`src/rtl/rat_io_pkg.sv`:
```
// rat_io_pkg: shared RAT I/O port IDs, control bit indices and interrupt FSM states
package rat_io_pkg;
  localparam logic [7:0] SWITCHES_ID = 8'h20;
  localparam logic [7:0] LEDS_ID     = 8'h40;
  localparam logic [7:0] BTN_CTRL_ID = 8'h41;
  localparam int CTRL_EN_BIT     = 0;
  localparam int CTRL_CLR_BIT    = 1;
  localparam int CTRL_REL_EN_BIT = 2;
  typedef enum logic {IDLE, PULSE} intr_state_t;
endpackage

```
`src/rtl/rat_debounce.sv`:
```
// rat_debounce: two-flop synchroniser plus counter debouncer for one raw button
module rat_debounce #(
  parameter int DEBOUNCE_CYCLES = 1_000_000
) (
  input  logic CLK,
  input  logic RESET_N,
  input  logic BTN_IN,
  output logic LEVEL
);
  localparam int W = $clog2(DEBOUNCE_CYCLES);
  localparam logic [W-1:0] LAST = W'(DEBOUNCE_CYCLES - 1);
  logic sync1_q, sync2_q, level_q, level_d, diff, done;
  logic [W-1:0] cnt_q, cnt_d;
  // count edges where the synchronised input disagrees with the stable level; any agreement restarts
  always_comb begin
    diff    = sync2_q != level_q;
    done    = diff && cnt_q == LAST;
    level_d = done ? sync2_q : level_q;
    cnt_d   = (!diff || done) ? '0 : cnt_q + 1'b1;
  end
  // synchroniser, stable level and debounce counter registers
  always_ff @(posedge CLK or negedge RESET_N) begin
    if (!RESET_N) begin
      sync1_q <= 1'b0;
      sync2_q <= 1'b0;
      level_q <= 1'b0;
      cnt_q   <= '0;
    end else begin
      sync1_q <= BTN_IN;
      sync2_q <= sync1_q;
      level_q <= level_d;
      cnt_q   <= cnt_d;
    end
  end
  assign LEVEL = level_q;
endmodule

```
`src/rtl/rat_btn_intr.sv`:
```
// rat_btn_intr: debounced button press counter and fixed-width INTR pulser; RAT_BTN_RELEASE_INTR_EN adds release interrupts
module rat_btn_intr
  import rat_io_pkg::*;
#(
  parameter int          DEBOUNCE_CYCLES   = 1_000_000,
  parameter int          INTR_PULSE_CYCLES = 4,
  parameter logic [7:0]  CTRL_ID           = BTN_CTRL_ID
) (
  input  logic       CLK,
  input  logic       RESET_N,
  input  logic       BTN_IN,
  input  logic [7:0] PORT_ID,
  input  logic [7:0] OUT_PORT,
  input  logic       IO_STRB,
  output logic       BTN_LEVEL,
  output logic [7:0] PRESS_CNT,
  output logic       INTR
);
  localparam int PW = $clog2(INTR_PULSE_CYCLES);
  localparam logic [PW-1:0] PLOAD = PW'(INTR_PULSE_CYCLES - 1);
  logic level, level_q, wr, press, trig, en_q, en_d;
  logic [7:0] cnt_q, cnt_d;
  logic [PW-1:0] pcnt_q, pcnt_d;
  intr_state_t state_q, state_d;
  rat_debounce #(.DEBOUNCE_CYCLES(DEBOUNCE_CYCLES)) u_deb (
    .CLK     (CLK),
    .RESET_N (RESET_N),
    .BTN_IN  (BTN_IN),
    .LEVEL   (level)
  );
  assign wr    = IO_STRB && PORT_ID == CTRL_ID;
  assign press = level && !level_q;
`ifdef RAT_BTN_RELEASE_INTR_EN
  logic rel_en_q, rel_en_d, ctrl_unused;
  assign ctrl_unused = ^OUT_PORT[7:3];
  // release-enable register and trigger from either enabled edge
  always_comb begin
    rel_en_d = wr ? OUT_PORT[CTRL_REL_EN_BIT] : rel_en_q;
    trig     = (press && en_q) || (!level && level_q && rel_en_q);
  end
  // release-enable storage
  always_ff @(posedge CLK or negedge RESET_N) begin
    if (!RESET_N) rel_en_q <= 1'b0;
    else          rel_en_q <= rel_en_d;
  end
`else
  logic ctrl_unused;
  assign ctrl_unused = ^{OUT_PORT[7:3], OUT_PORT[CTRL_REL_EN_BIT]};
  assign trig = press && en_q;
`endif
  // control write, press counter with clear priority, and pulse FSM next state
  always_comb begin
    en_d    = wr ? OUT_PORT[CTRL_EN_BIT] : en_q;
    cnt_d   = (wr && OUT_PORT[CTRL_CLR_BIT]) ? 8'h00 : press ? cnt_q + 8'h01 : cnt_q;
    state_d = state_q == IDLE ? (trig ? PULSE : IDLE) : (pcnt_q == '0 ? IDLE : PULSE);
    pcnt_d  = state_q == IDLE ? (trig ? PLOAD : '0) : (pcnt_q == '0 ? '0 : pcnt_q - 1'b1);
  end
  // edge history, counter, enable and FSM registers
  always_ff @(posedge CLK or negedge RESET_N) begin
    if (!RESET_N) begin
      level_q <= 1'b0;
      cnt_q   <= 8'h00;
      en_q    <= 1'b0;
      state_q <= IDLE;
      pcnt_q  <= '0;
    end else begin
      level_q <= level;
      cnt_q   <= cnt_d;
      en_q    <= en_d;
      state_q <= state_d;
      pcnt_q  <= pcnt_d;
    end
  end
  assign BTN_LEVEL = level;
  assign PRESS_CNT = cnt_q;
  assign INTR      = state_q == PULSE;
endmodule

```
`config.mk`:
```
export PLATFORM = sky130hd
export DESIGN_NAME = rat_btn_intr
export DESIGN_NICKNAME = d
export VERILOG_FILES = /design/src/rtl/rat_io_pkg.sv /design/src/rtl/rat_debounce.sv /design/src/rtl/rat_btn_intr.sv
export SDC_FILE = /design/constraint.sdc
export NUM_CORES = 1
export LEC_CHECK = 0
export ABC_AREA = 1
export BUFFER_PORTS_ARGS = -buffer_cell sky130_fd_sc_hd__buf_2
export CAP_MARGIN = 20
export CELL_PAD_IN_SITES_DETAIL_PLACEMENT = 1
export CELL_PAD_IN_SITES_GLOBAL_PLACEMENT = 1
export CORE_MARGIN = 3
export CORE_UTILIZATION = 41
export DETAILED_ROUTE_END_ITERATION = 6
export PLACE_DENSITY_LB_ADDON = 0.08
export SYNTH_ARGS = -nofsm -noshare
export SYNTH_HDL_FRONTEND = slang
export SYNTH_SLANG_ARGS = --single-unit
```
`constraint.sdc`:
```
create_clock -name CLK -period 1.7 [get_ports CLK]
set_input_delay 0.34 -clock CLK [delete_from_list [all_inputs] [get_ports CLK]]
set_output_delay 0.34 -clock CLK [all_outputs]
set_load 0.005 [all_outputs]
```
# Word level (Yosys, flattened, before mapping)
# Index checks and enable logic that the tools add are counted.
[op_classes] n_addsub=3 n_eq_ne=3 muxes=9 reduce_logical=10
[ops] operator="20-bit by 1-bit adder with 20-bit output (second input constant)" n=1
[ops] operator="20-bit equality test (second input constant)" n=1
[ops] operator="20-bit 2-to-1 mux" n=1
[ops] operator="8-bit 2-to-1 mux" n=2
[ops] operator="8-bit by 1-bit adder with 8-bit output (second input constant)" n=1
[ops] operator="8-bit by 7-bit equality test with 1-bit output (second input constant)" n=1
[ops] operator="2-bit 2-to-1 mux" n=3
[ops] operator="1-bit logical AND" n=5
[ops] operator="1-bit 2-to-1 mux" n=3
[ops] operator="1-bit logical NOT" n=2
[ops] operator="2-bit logical NOT" n=1
[ops] operator="2-bit nonzero test" n=1
[ops] operator="2-bit by 1-bit subtractor with 2-bit output (second input constant)" n=1
[ops] operator="1-bit logical OR" n=1
[ops] operator="1-bit inequality test" n=1
[word_totals] register_bits=36 word_cells=34

# Longest topological paths before layout
[logic_depth] ltp_word=5 mapped_depth=9 depth_no_buf=9

# Modules after synthesis
# Synthesis repeated with hierarchy kept, for this count alone.
[unflattened] cells_unflattened=263 hier_area_um2=1966.9
[by_module_without_submodules] mod="rat_debounce" n_inst=1 cells_per_inst=174 area_per_inst_um2=1272.5
[by_module_without_submodules] mod="rat_btn_intr" n_inst=1 cells_per_inst=89 area_per_inst_um2=694.4

# Worst setup path after synthesis
# No wires, ideal clock.
[synth_path] path_type="register -> register" start="reg u_deb.cnt_q[0]" end="reg u_deb.cnt_q[0]" arrival_ns=1.258 path_slack_ns=0.320 path_stages_with_launch=8 path_buffers=1 synth_period_minus_slack_ns=1.380 path_cell_list="dfrtp_1 ha_1 nand2_1 nor2_4 nand3_2 nand2_4 buf_6 nor2_1"
[synth_via] elab_chain_len=4
[synth_rtl] element="start: declaration" line_no="rat_debounce.sv:13" rtl="logic [W-1:0] cnt_q, cnt_d;"
[synth_rtl] element="start signal: assignment" line_no="rat_debounce.sv:32" rtl="cnt_q <= cnt_d;"
[synth_rtl] element="branches (longest 3 deep; another with 20-bit by 1-bit adder with 20-bit output)"
[synth_rtl] element="20-bit 2-to-1 mux (*)" line_no="rat_debounce.sv:19" rtl="cnt_d = (!diff || done) ? '0 : cnt_q + 1'b1;"
[synth_rtl] element="named net u_deb.cnt_d[0]" line_no="rat_debounce.sv:13"
# Mark *: on every way through the listed nets, which the timed path passes.
# A chain may end at the register's enable or synchronous reset.

# Worst setup path after layout
[layout_path] start="reg u_deb.cnt_q[1]" end="reg u_deb.cnt_q[16]"
# The elaborated chain is that of the path after synthesis.

==> out/results.txt <==
Largest net degree at the start of global routing: 37
Worst Max-Slew Pin Slew: 0.475 ns
# setup viols final: 0
Worst setup path class: register to register
Ys flop type: dfrtp_1
Synth Area in Simple Gates: 0.343
Ports: 30
Clk root buf: clkbuf_8
Switching share of total power: 0.216
Longest Clk Path Bufs: 2
Comb power frac: 0.048
Max FO, Critical Path: 4
Final Power: 1.70 mW
Final non-filler cell total: 330
Setup_tns: 0 ns
Endpoints failing hold: 0
CP Data Required Time: 1.91 ns
Drt pass-1 iters: 3
Synth area leaders: dfrtp_1 48%, nand2_1 11%, nor2_1 11%, nand3_1 6.4%, inv_1 5.8%
Met1 Usage GRT: 0.218
Crit start category: register
Drc violations: 0
Via Count: 1627
Final hold slack: 0.0929 ns
Post-synth top area share: 0.477
Ys Warns: 0
H-tree Lvls: 2
Synth Area in XOR/XNOR: 0.0557
Postcts setup bufs: 0
Antenna diodes: 0
Clk pin slew, worst setup/hold paths: 0.07 ns
Fmax: 724 MHz
ANT nets after route: 0
Post-synthesis register bit count: 36
Net count after synthesis: 266
IO buf count: 23
Latest clock arrival within the worst-skew pair: 0.28 ns
Initial drt markers: 46
Period utilization: 0.812
Post-synth EDFFs: 0
Met3 GRT Util: 0.0410
Final wirelength: 4.39 mm
Via density: 4.93
Register area share after synthesis: 0.477
Final min period: 1.38 ns
CTS resizes: 0
Share of cells above drive strength 1: 0.165
Part of the power in registers: 0.517
Rel. slew slack: 0.684
NetSw: 0.367 mW
# fillers: 559
Util after Layout: 0.497
Drt wl/cell: 13.3 µm
Multiplexer share of the synthesized area: 0
Setup ws final: 0.319 ns
Nets@finish: 299
Largest family of logic cells by synthesized area: simple AND/OR/NAND/NOR gates
Gr busiest metal: met2
Placed Area: 2090 µm²
P&R area growth vs syn: 16.2%
Share of async-settable or async-resettable flops after synthesis: 1.00
Final Skew: 0.00311 ns
Clock power share: 0.435
Sink Count: 36
Num CTS Buffers: 5
Post-synth top cells: 56 x nand2_1, 54 x nor2_1, 36 x dfrtp_1
Worst min path class: input port to async pin
Syn Area/Cell: 7.74 µm²
RSZ-0062 raised after global routing: false
Synth Cell Area: 1890 µm²
Final instance area: 2190 µm²
Status: completed
Vias in the first global route: 1717
Post-synthesis cell count: 244
Total power divided by cell area: 775 nW/µm²
Netlist cell types: 25
Die ar.: 5460 µm²
Leading area contributor after synthesis: dfrtp_1
CTS tree: yes
Met2 GRT Util: 0.329
Global route overflow: 0
DP HPWL: 3.31 mm
DP Cell Count: 322
Max Slew Vio Count: 0
WP data arrival: 1.60 ns
Die X: 73.9 µm
Initial antenna violation count: 0
DP Worst Slack: 0.309 ns
Most numerous cell in the Yosys netlist: nand2_1
GRT Total Usage: 0.182
Hold Buf Count CTS: 0
First-pass GRT wire length: 7.67 mm
Pint: 1.33 mW
Worst Setup End Kind: register
Worst VDD drop: 0.325 mV
Static Leakage: 1.11 nW
Compound-Gate Fraction of Synth Area: 0.0431
Routability congestion estimate: 0.765
Synth Area in Adders: 0.0133
MaxCap Viol Count: 0
Reg2Reg Depth: 9
Starting Density: 0.428
Die Ht: 73.9 µm
Core area: 4410 µm²
FP Rows: 24
## power by group through the flow
stage | Clock (mW) | Combinational (mW) | Sequential [mW]
final | 0.740 | 0.0822 | 0.879
after global routing | 0.795 | 0.0950 | 0.880
after CTS | 0.760 | 0.0854 | 0.879
after detailed placement | 0 | 0.0853 | 0.896
after global placement | 0 | 0.0836 | 0.895
after floorplan | 0 | 0.0343 | 0.895
## layout make-up
cell class | count | area [µm²] | share of cell area
clock inverter | 2 | 35.0 | 0.0160
clock buffer | 6 | 72.6 | 0.0331
multi-input combinational | 176 | 860 | 0.392
sequential | 36 | 901 | 0.410
inverter | 31 | 116 | 0.0530
tap | 52 | 65.1 | 0.0296
timing repair buffer | 27 | 145 | 0.0661
## critical path: stages (launching register included)
cell     delay, ns
dfrtp_1       0.38
ha_1          0.17
nand2_1       0.10
nor2_4        0.15
nand2_2       0.14
inv_1         0.12
nand2_1       0.08
nand2_1       0.06
nand2_1       0.04
nor2_1        0.07
## layer usage
metal  share of wire  vias up
met2            0.52       22
met4          0.0082        0
met1            0.44      777
met3           0.034        5
met5               0        -
li1                -      823
## cell families (layout without fill, tap and decap cells)
| group | Yosys count | after routing |
|---|---|---|
| simple gates | 149 | 149 |
| flops | 36 | 36 |
| buf+inv | 32 | 66 |
| compound gates | 13 | 13 |
| xor+xnor | 12 | 12 |
| fa+ha+maj | 2 | 2 |
## cell usage in the layout (no fill, tap or decap), drive strengths merged
cell type | synthesis | final
nor2 | 59 | 59
nand2 | 58 | 58
dfrtp | 36 | 36
inv | 31 | 31
buf | 1 | 27
nand3 | 26 | 26
xor2 | 9 | 9
clkbuf | 0 | 6
o21bai | 4 | 4
o21ai | 4 | 4
nand4 | 3 | 3
xnor2 | 3 | 3
a21oi | 2 | 2
ha | 2 | 2
o31ai | 1 | 1
a31oi | 1 | 1
nor3 | 1 | 1
a21o | 1 | 1
or2 | 1 | 1
and2 | 1 | 1
clkinv | 0 | 1
bufinv | 0 | 1
## final timing paths
kind	to	slack, ns	startpoint
worst min register to register	u_deb.sync2_q	0.36	u_deb.sync1_q
worst min-delay path	u_deb.cnt_q[7]	0.09	RESET_N
worst max-delay path	u_deb.cnt_q[16]	0.32	u_deb.cnt_q[1]
min in group CLK	u_deb.sync1_q	0.16	BTN_IN
worst max register to register	u_deb.cnt_q[16]	0.32	u_deb.cnt_q[1]
max in group asynchronous	u_deb.cnt_q[12]	1.27	RESET_N
## registers in the layout (all words and copies together) (netlist names)
name,flops
INTR,1
PRESS_CNT,8
en_q,1
level_q,1
pcnt_q,2
u_deb.LEVEL,1
u_deb.cnt_q,20
u_deb.sync1_q,1
u_deb.sync2_q,1
(Power assumes the default switching activity.)
